==> src/rtl/riscv_pcp_modq.sv <==
`default_nettype none
// ============================================================================
//  Module   : riscv_pcp_modq
//  Brief    : PCPI modular-arithmetic coprocessor for PicoRV32. Executes
//             modmul/modadd/modsub/modred modulo a runtime-programmable q
//             (plus setq/getq) with a restoring shift-subtract reducer.
//  Revision : 1.0 - initial release
// ============================================================================
module riscv_pcp_modq #(
   parameter int               XLEN      = 32,
   parameter logic [XLEN-1:0]  Q_DEFAULT = XLEN'(12289),
   parameter logic [6:0]       OPCODE    = 7'b0001011,
   parameter logic [6:0]       FUNCT7    = 7'b0000000
) (
   input  logic            clk,
   input  logic            reset,
   input  logic            pcpi_valid,
   input  logic [31:0]     pcpi_insn,
   input  logic [XLEN-1:0] pcpi_rs1,
   input  logic [XLEN-1:0] pcpi_rs2,
   output logic            pcpi_wr,
   output logic [XLEN-1:0] pcpi_rd,
   output logic            pcpi_busy,
   output logic            pcpi_ready,
   output logic [XLEN-1:0] q_value
);

   // Iteration counter must hold 2*XLEN (modmul dividend length).
   localparam int c_ITER_W = $clog2(2*XLEN + 1);

   localparam logic [2:0] c_F3_MUL  = 3'b000;
   localparam logic [2:0] c_F3_ADD  = 3'b001;
   localparam logic [2:0] c_F3_SUB  = 3'b010;
   localparam logic [2:0] c_F3_GETQ = 3'b100;
   localparam logic [2:0] c_F3_SETQ = 3'b111;

   typedef enum logic [2:0] {
      S_IDLE   = 3'd0,
      S_PREP   = 3'd1,
      S_REDUCE = 3'd2,
      S_FIXUP  = 3'd3,
      S_DONE   = 3'd4,
      S_HOLD   = 3'd5
   } state_t;

   state_t                state_q, state_d;
   logic [XLEN-1:0]       op_a_q, op_a_d;
   logic [XLEN-1:0]       op_b_q, op_b_d;
   logic [2:0]            f3_q, f3_d;
   logic [2*XLEN-1:0]     div_q, div_d;
   logic [XLEN:0]         rem_q, rem_d;
   logic [c_ITER_W-1:0]   iter_q, iter_d;
   logic                  neg_q, neg_d;
   logic [XLEN-1:0]       res_q, res_d;
   logic [XLEN-1:0]       rd_q, rd_d;
   logic                  ready_q, ready_d;
   logic                  wr_q, wr_d;
   logic                  busy_q, busy_d;
   logic [XLEN-1:0]       q_q, q_d;

   logic [2:0]            w_f3;
   logic                  w_f3_ok;
   logic                  w_claim;
   logic                  w_is_qop;
   logic [2*XLEN-1:0]     w_prod;
   logic [XLEN:0]         w_sum;
   logic                  w_lt;
   logic [XLEN-1:0]       w_diff;
   logic [XLEN:0]         w_rem_sh;
   logic                  w_rem_ge;
   logic                  w_unused_insn;

   // Register-field bits of the instruction carry no meaning for this unit.
   assign w_unused_insn = ^{pcpi_insn[24:15], pcpi_insn[11:7]};

   // Decode: funct3 101/110 are left for other coprocessors.
   assign w_f3    = pcpi_insn[14:12];
   assign w_f3_ok = (w_f3 != 3'b101) && (w_f3 != 3'b110);
   assign w_claim = pcpi_valid && (pcpi_insn[6:0] == OPCODE) &&
                    (pcpi_insn[31:25] == FUNCT7) && w_f3_ok;
   assign w_is_qop = (f3_q == c_F3_GETQ) || (f3_q == c_F3_SETQ);

   // Dividend sources, all computed from the latched operands.
   assign w_prod = {{XLEN{1'b0}}, op_a_q} * {{XLEN{1'b0}}, op_b_q};
   assign w_sum  = {1'b0, op_a_q} + {1'b0, op_b_q};
   assign w_lt   = op_a_q < op_b_q;
   assign w_diff = w_lt ? (op_b_q - op_a_q) : (op_a_q - op_b_q);

   // One restoring step: rem stays below q, so the shifted value fits W+1 bits.
   assign w_rem_sh = {rem_q[XLEN-1:0], div_q[2*XLEN-1]};
   assign w_rem_ge = w_rem_sh >= {1'b0, q_q};

   // Next-state and datapath control.
   always_comb begin
      state_d = state_q;
      op_a_d  = op_a_q;
      op_b_d  = op_b_q;
      f3_d    = f3_q;
      div_d   = div_q;
      rem_d   = rem_q;
      iter_d  = iter_q;
      neg_d   = neg_q;
      res_d   = res_q;
      rd_d    = rd_q;
      ready_d = 1'b0;
      wr_d    = 1'b0;
      busy_d  = busy_q;
      q_d     = q_q;

      case (state_q)
         S_IDLE: begin
            if (w_claim) begin
               busy_d  = 1'b1;
               op_a_d  = pcpi_rs1;
               op_b_d  = pcpi_rs2;
               f3_d    = w_f3;
               state_d = ((w_f3 == c_F3_GETQ) || (w_f3 == c_F3_SETQ)) ? S_DONE : S_PREP;
            end
         end

         S_PREP: begin
            if (!pcpi_valid) begin
               busy_d  = 1'b0;
               state_d = S_IDLE;
            end else begin
               // Dividends are left-aligned so the reducer always consumes from the MSB.
               rem_d = '0;
               neg_d = 1'b0;
               case (f3_q)
                  c_F3_MUL: begin
                     div_d  = w_prod;
                     iter_d = c_ITER_W'(2*XLEN);
                  end
                  c_F3_ADD: begin
                     div_d  = {w_sum, {(XLEN-1){1'b0}}};
                     iter_d = c_ITER_W'(XLEN+1);
                  end
                  c_F3_SUB: begin
                     div_d  = {w_diff, {XLEN{1'b0}}};
                     neg_d  = w_lt;
                     iter_d = c_ITER_W'(XLEN);
                  end
                  default: begin
                     div_d  = {op_a_q, {XLEN{1'b0}}};
                     iter_d = c_ITER_W'(XLEN);
                  end
               endcase
               state_d = S_REDUCE;
            end
         end

         S_REDUCE: begin
            if (!pcpi_valid) begin
               busy_d  = 1'b0;
               state_d = S_IDLE;
            end else begin
               rem_d  = w_rem_ge ? (w_rem_sh - {1'b0, q_q}) : w_rem_sh;
               div_d  = div_q << 1;
               iter_d = iter_q - c_ITER_W'(1);
               if (iter_q == c_ITER_W'(1)) begin
                  state_d = S_FIXUP;
               end
            end
         end

         S_FIXUP: begin
            if (!pcpi_valid) begin
               busy_d  = 1'b0;
               state_d = S_IDLE;
            end else begin
               // A negative difference maps to q-rem; a zero remainder stays zero.
               res_d   = (neg_q && (rem_q != '0)) ? (q_q - rem_q[XLEN-1:0]) : rem_q[XLEN-1:0];
               state_d = S_DONE;
            end
         end

         S_DONE: begin
            ready_d = 1'b1;
            wr_d    = 1'b1;
            busy_d  = 1'b0;
            rd_d    = w_is_qop ? q_q : res_q;
            if ((f3_q == c_F3_SETQ) && (op_a_q >= XLEN'(2))) begin
               q_d = op_a_q;
            end
            state_d = pcpi_valid ? S_HOLD : S_IDLE;
         end

         S_HOLD: begin
            // Wait for the core to retire the instruction before claiming again.
            if (!pcpi_valid) begin
               state_d = S_IDLE;
            end
         end

         default: begin
            busy_d  = 1'b0;
            state_d = S_IDLE;
         end
      endcase
   end

   // State and datapath registers; reset aborts any operation in flight.
   always_ff @(posedge clk or posedge reset) begin
      if (reset) begin
         state_q <= S_IDLE;
         op_a_q  <= '0;
         op_b_q  <= '0;
         f3_q    <= '0;
         div_q   <= '0;
         rem_q   <= '0;
         iter_q  <= '0;
         neg_q   <= 1'b0;
         res_q   <= '0;
         rd_q    <= '0;
         ready_q <= 1'b0;
         wr_q    <= 1'b0;
         busy_q  <= 1'b0;
         q_q     <= Q_DEFAULT;
      end else begin
         state_q <= state_d;
         op_a_q  <= op_a_d;
         op_b_q  <= op_b_d;
         f3_q    <= f3_d;
         div_q   <= div_d;
         rem_q   <= rem_d;
         iter_q  <= iter_d;
         neg_q   <= neg_d;
         res_q   <= res_d;
         rd_q    <= rd_d;
         ready_q <= ready_d;
         wr_q    <= wr_d;
         busy_q  <= busy_d;
         q_q     <= q_d;
      end
   end

   assign pcpi_wr    = wr_q;
   assign pcpi_rd    = rd_q;
   assign pcpi_busy  = busy_q;
   assign pcpi_ready = ready_q;
   assign q_value    = q_q;

endmodule
`default_nettype wire

==> config.mk <==
export PLATFORM = sky130hd
export DESIGN_NAME = riscv_pcp_modq
export DESIGN_NICKNAME = d
export VERILOG_FILES = /design/src/rtl/riscv_pcp_modq.sv
export SDC_FILE = /design/constraint.sdc
export NUM_CORES = 2
export LEC_CHECK = 0
export CAP_MARGIN = 25
export CORE_MARGIN = 8
export CORE_UTILIZATION = 60
export CTS_CLUSTER_DIAMETER = 100
export DETAILED_ROUTE_END_ITERATION = 10
export PLACE_DENSITY = 0.78
export SLEW_MARGIN = 20
export SYNTH_ARGS = -nofsm -noshare
export SYNTH_HDL_FRONTEND = slang
export SYNTH_SLANG_ARGS = --single-unit
==> constraint.sdc <==
create_clock -name clk -period 11.2 [get_ports clk]
set_input_delay 1.68 -clock clk [delete_from_list [all_inputs] [get_ports clk]]
set_output_delay 1.68 -clock clk [all_outputs]
set_load 0.005 [all_outputs]
==> out/qor.txt <==
number of nets in the final layout - 7580
Post-CTS Resized - 0
Die Height - 309.9 um
area fraction in compound gates after synthesis - 0.1364
# Max-Cap Violations - 0
root cell of the clock tree - sky130_fd_sc_hd__clkbuf_16
data required time at the worst endpoint - 11.67 ns
routed vias - 45780
count of distinct cell types in the synthesized netlist - 83
worst-path fanout max - 15
setup repair after global routing missed its margin - no
Cell Int Power - 2.576 mW
mux contribution to synthesized area - 0.005358
highest cell delay on the worst timing path - 0.97 ns
chip width - 309.9 um
starting density of the core - 0.6013
crit end category - flip-flop
critical path's most frequent cell - sky130_fd_sc_hd__fa_1
maximum operating frequency - 0.1054 GHz
number of buffers inserted by port buffering - 150
cell area after placement - 54740 sq um
relative contribution of combinational cells to total power - 0.468
synthesized netlist net count - 7580
Reg area - 6837 sq um
total power consumption of the routed design - 4.334 mW
status - complete, no violations
synthesized area per cell - 8.419 sq um
final routed wirelength across all metal layers - 184200 um
share of synthesized cell area in and, or, nand and nor gates - 0.1437
clock tree from TritonCTS - built
HPWL reported at the end of detailed placement - 142900 um
fraction of the mapped netlist area in adder cells - 0.4501
highest ir drop seen on vdd - 0.1333 mV
Power Dens Cells - 77.17 nW/um^2
DIE AREA - 96060 sq um
area of the placeable core - 86210 sq um
count of pins on the block boundary - 166
xor and xnor area share after synthesis - 0.02822
arrival time of the worst setup path - 9.95 ns
area delta synth->final - 8.347%
fraction of the yosys area taken by sequential cells - 0.1319
Final Slew Violations - 0
kind of path behind the tightest hold check - flip-flop to flip-flop
maximum clock insertion buffer count - 3
clock sink count - 273
Warnings, synthesis - 0
share of synthesized flip-flops with an asynchronous set or reset - 1.000
final-report hold violation count - 0
Setup Buffers After CTS - 0
number of global-route vias before repair - 47070
weighted congestion at the end of routability-driven global placement - 1.058
flip-flop cell with the highest count after synthesis - sky130_fd_sc_hd__dfrtp_1
time the worst path needs with I/O delays and setup - 9.484 ns
Initial DRT Pass Iterations - 7
fraction of final layout cells with drive strength greater than 1 - 0.04462
fraction of power consumed by sequential logic - 0.230
highest-count cells in the layout ignoring fill and taps - sky130_fd_sc_hd__inv_1, sky130_fd_sc_hd__fa_1, sky130_fd_sc_hd__nor2_1
number of antenna-violating nets in the routed design - 0
Core Rows - 108
initial antenna violation count - 5
clock skew after layout - 0.02797 ns
grt ovf - 0
Wirelength per Cell - 25.07 um
switching portion of total power - 0.4056
Setup Viol. Count Final - 0
Seq cells post-synth - 273
filler-free cell count of the finished design - 7348
slowest stage cell, crit path - sky130_fd_sc_hd__dfrtp_1
headroom to the max-slew limit - 0.2138
number of standard cells after synthesis - 6157
combined area of the multi-input logic cells - 39710 sq um
Clock Power Share - 0.302
global-route wire length before repair - 280900 um
Setup Crit Path Kind - flip-flop to flip-flop
end-of-flow core utilization - 0.6515
switching power - 1.758 mW
Worst-Margin Slew - 1.178 ns
mean number of vias per cell - 6.231
DRC violations left - 0
final instance area - 56160 sq um
total of hold buffers inserted after clock tree synthesis - 0
clock-pin slew reported for the worst setup and hold paths after clock tree synthesis - 0.06 ns
initial drt markers - 5143
startpoint type of the worst setup path - flip-flop
TritonCTS buffer count - 38
overall global routing resource usage - 0.3871
Syn Std Cell Area - 51840 sq um
Fill cells - 7230
leading cell type in the layout, fill and taps excluded - sky130_fd_sc_hd__inv_1
leak pwr - 27.93 nW
Cell Count Post-Placement - 7267
number of H-tree levels - 2
post-route setup TNS - 0 ns
maximum number of pins on one net before global-route repair - 171
final worst-path cycle share - 0.8468
number of enable-type register cells in the synthesized netlist - 0
combinational family with the most area after synthesis - adder cells
clk_lat worst skew - 0.61 ns
-- area by class of cell --
class,count,share of cell area
sequential,273,0.1217
tap,1155,0.02573
clock buffer,48,0.01885
multi-input combinational,4461,0.7070
clock inverter,20,0.004857
inverter,1069,0.07158
timing repair buffer,314,0.04986
antenna,8,0.0003564
-- state kept, by name, indices dropped and copies added, names as in the netlist, 3 cells and up --
signal   count
pcpi_rd     32
op_b_q      32
rem_q       33
q_value     32
res_q       32
state_q      3
f3_q         3
div_q       64
op_a_q      32
iter_q       7
-- power groups by stage --
stage / registers, mW / clock network (mW) / logic, mW
after global routing: 0.996 / 1.36 / 2.20
after detailed placement: 1.01 / 0 / 1.96
final: 0.996 / 1.31 / 2.03
after global placement: 1.01 / 0 / 1.92
after CTS: 0.996 / 1.33 / 1.97
after floorplan: 1.01 / 0 / 1.40
-- Yosys cell counts, drive strengths merged (21+ instances only) --
library cell  count  area (sq um)
inv            1058          3971
fa              901         18040
nor2            802          3010
nand2           689          2586
ha              423          5293
a21oi           342          1715
o21ai           335          1677
clkbuf          277          1040
dfrtp           270          6756
xnor2           120          1051
buf              77         356.6
a21o             69         518.0
a22oi            51         382.9
nor3             50         250.2
nand3            47         235.2
xor2             47         411.6
o21bai           39         292.8
nand4            37         231.5
nor2b            35         219.0
a31oi            31         200.2
nor4             31         193.9
a211oi           29         222.7
nand2b           29         181.4
o22ai            29         187.7
and2             26         162.7
o211ai           23         172.7
o21a             23         172.7
mux2i            21         210.2
-- worst max-delay path, delay by kind of cell (launching register included) --
kind / cells / cell delay, ns
buffers and inverters: 10 / 1.76
adder cells (fa/ha/maj): 9 / 3.86
XOR/XNOR: 1 / 0.45
flip-flops: 1 / 0.97
AND/OR/NAND/NOR: 3 / 0.67
AO/OA/AOI/OAI: 8 / 1.60
-- worst paths after layout --
path,startpoint,to,slack [ns],depth (start not counted)
worst min register to register,res_q[22],res_q[22],0.48,2
worst min-delay path,res_q[22],res_q[22],0.48,2
worst max register to register,op_a_q[5],div_q[63],1.72,31
max in group asynchronous,reset,div_q[12],8.11,4
worst max-delay path,op_a_q[5],div_q[63],1.72,31
min in group asynchronous,reset,op_a_q[31],1.57,2
-- per-stage QoR --
stage	hold slack [ns]	setup slack (ns)
global placement	0.4491	1.920
global route	0.4941	1.442
CTS	0.4829	1.720
finish	0.4798	1.716
floorplan	0.4391	2.001
detailed placement	0.4702	1.723
-- cell families (layout without fill, tap and decap cells) --
family / count (synthesis) / in the layout
AO/OA/AOI/OAI: 1141 / 1141
XOR/XNOR: 167 / 167
adder cells (fa/ha/maj): 1324 / 1324
buffers and inverters: 1423 / 1451
flip-flops: 273 / 273
multiplexers: 27 / 27
other: 0 / 8
AND/OR/NAND/NOR: 1802 / 1802
-- metal layers --
| metal | wire, um | global-route usage | vias up | part of all wire |
|---|---|---|---|---|
| met5 | 15 | 0 | - | 0.000081 |
| met4 | 14480 | 0.2379 | 2 | 0.079 |
| met3 | 23130 | 0.09774 | 705 | 0.13 |
| met2 | 78560 | 0.5850 | 3051 | 0.43 |
| met1 | 68020 | 0.5015 | 22540 | 0.37 |
| li1 | - | - | 19490 | - |
(Power assumes the default switching activity.)
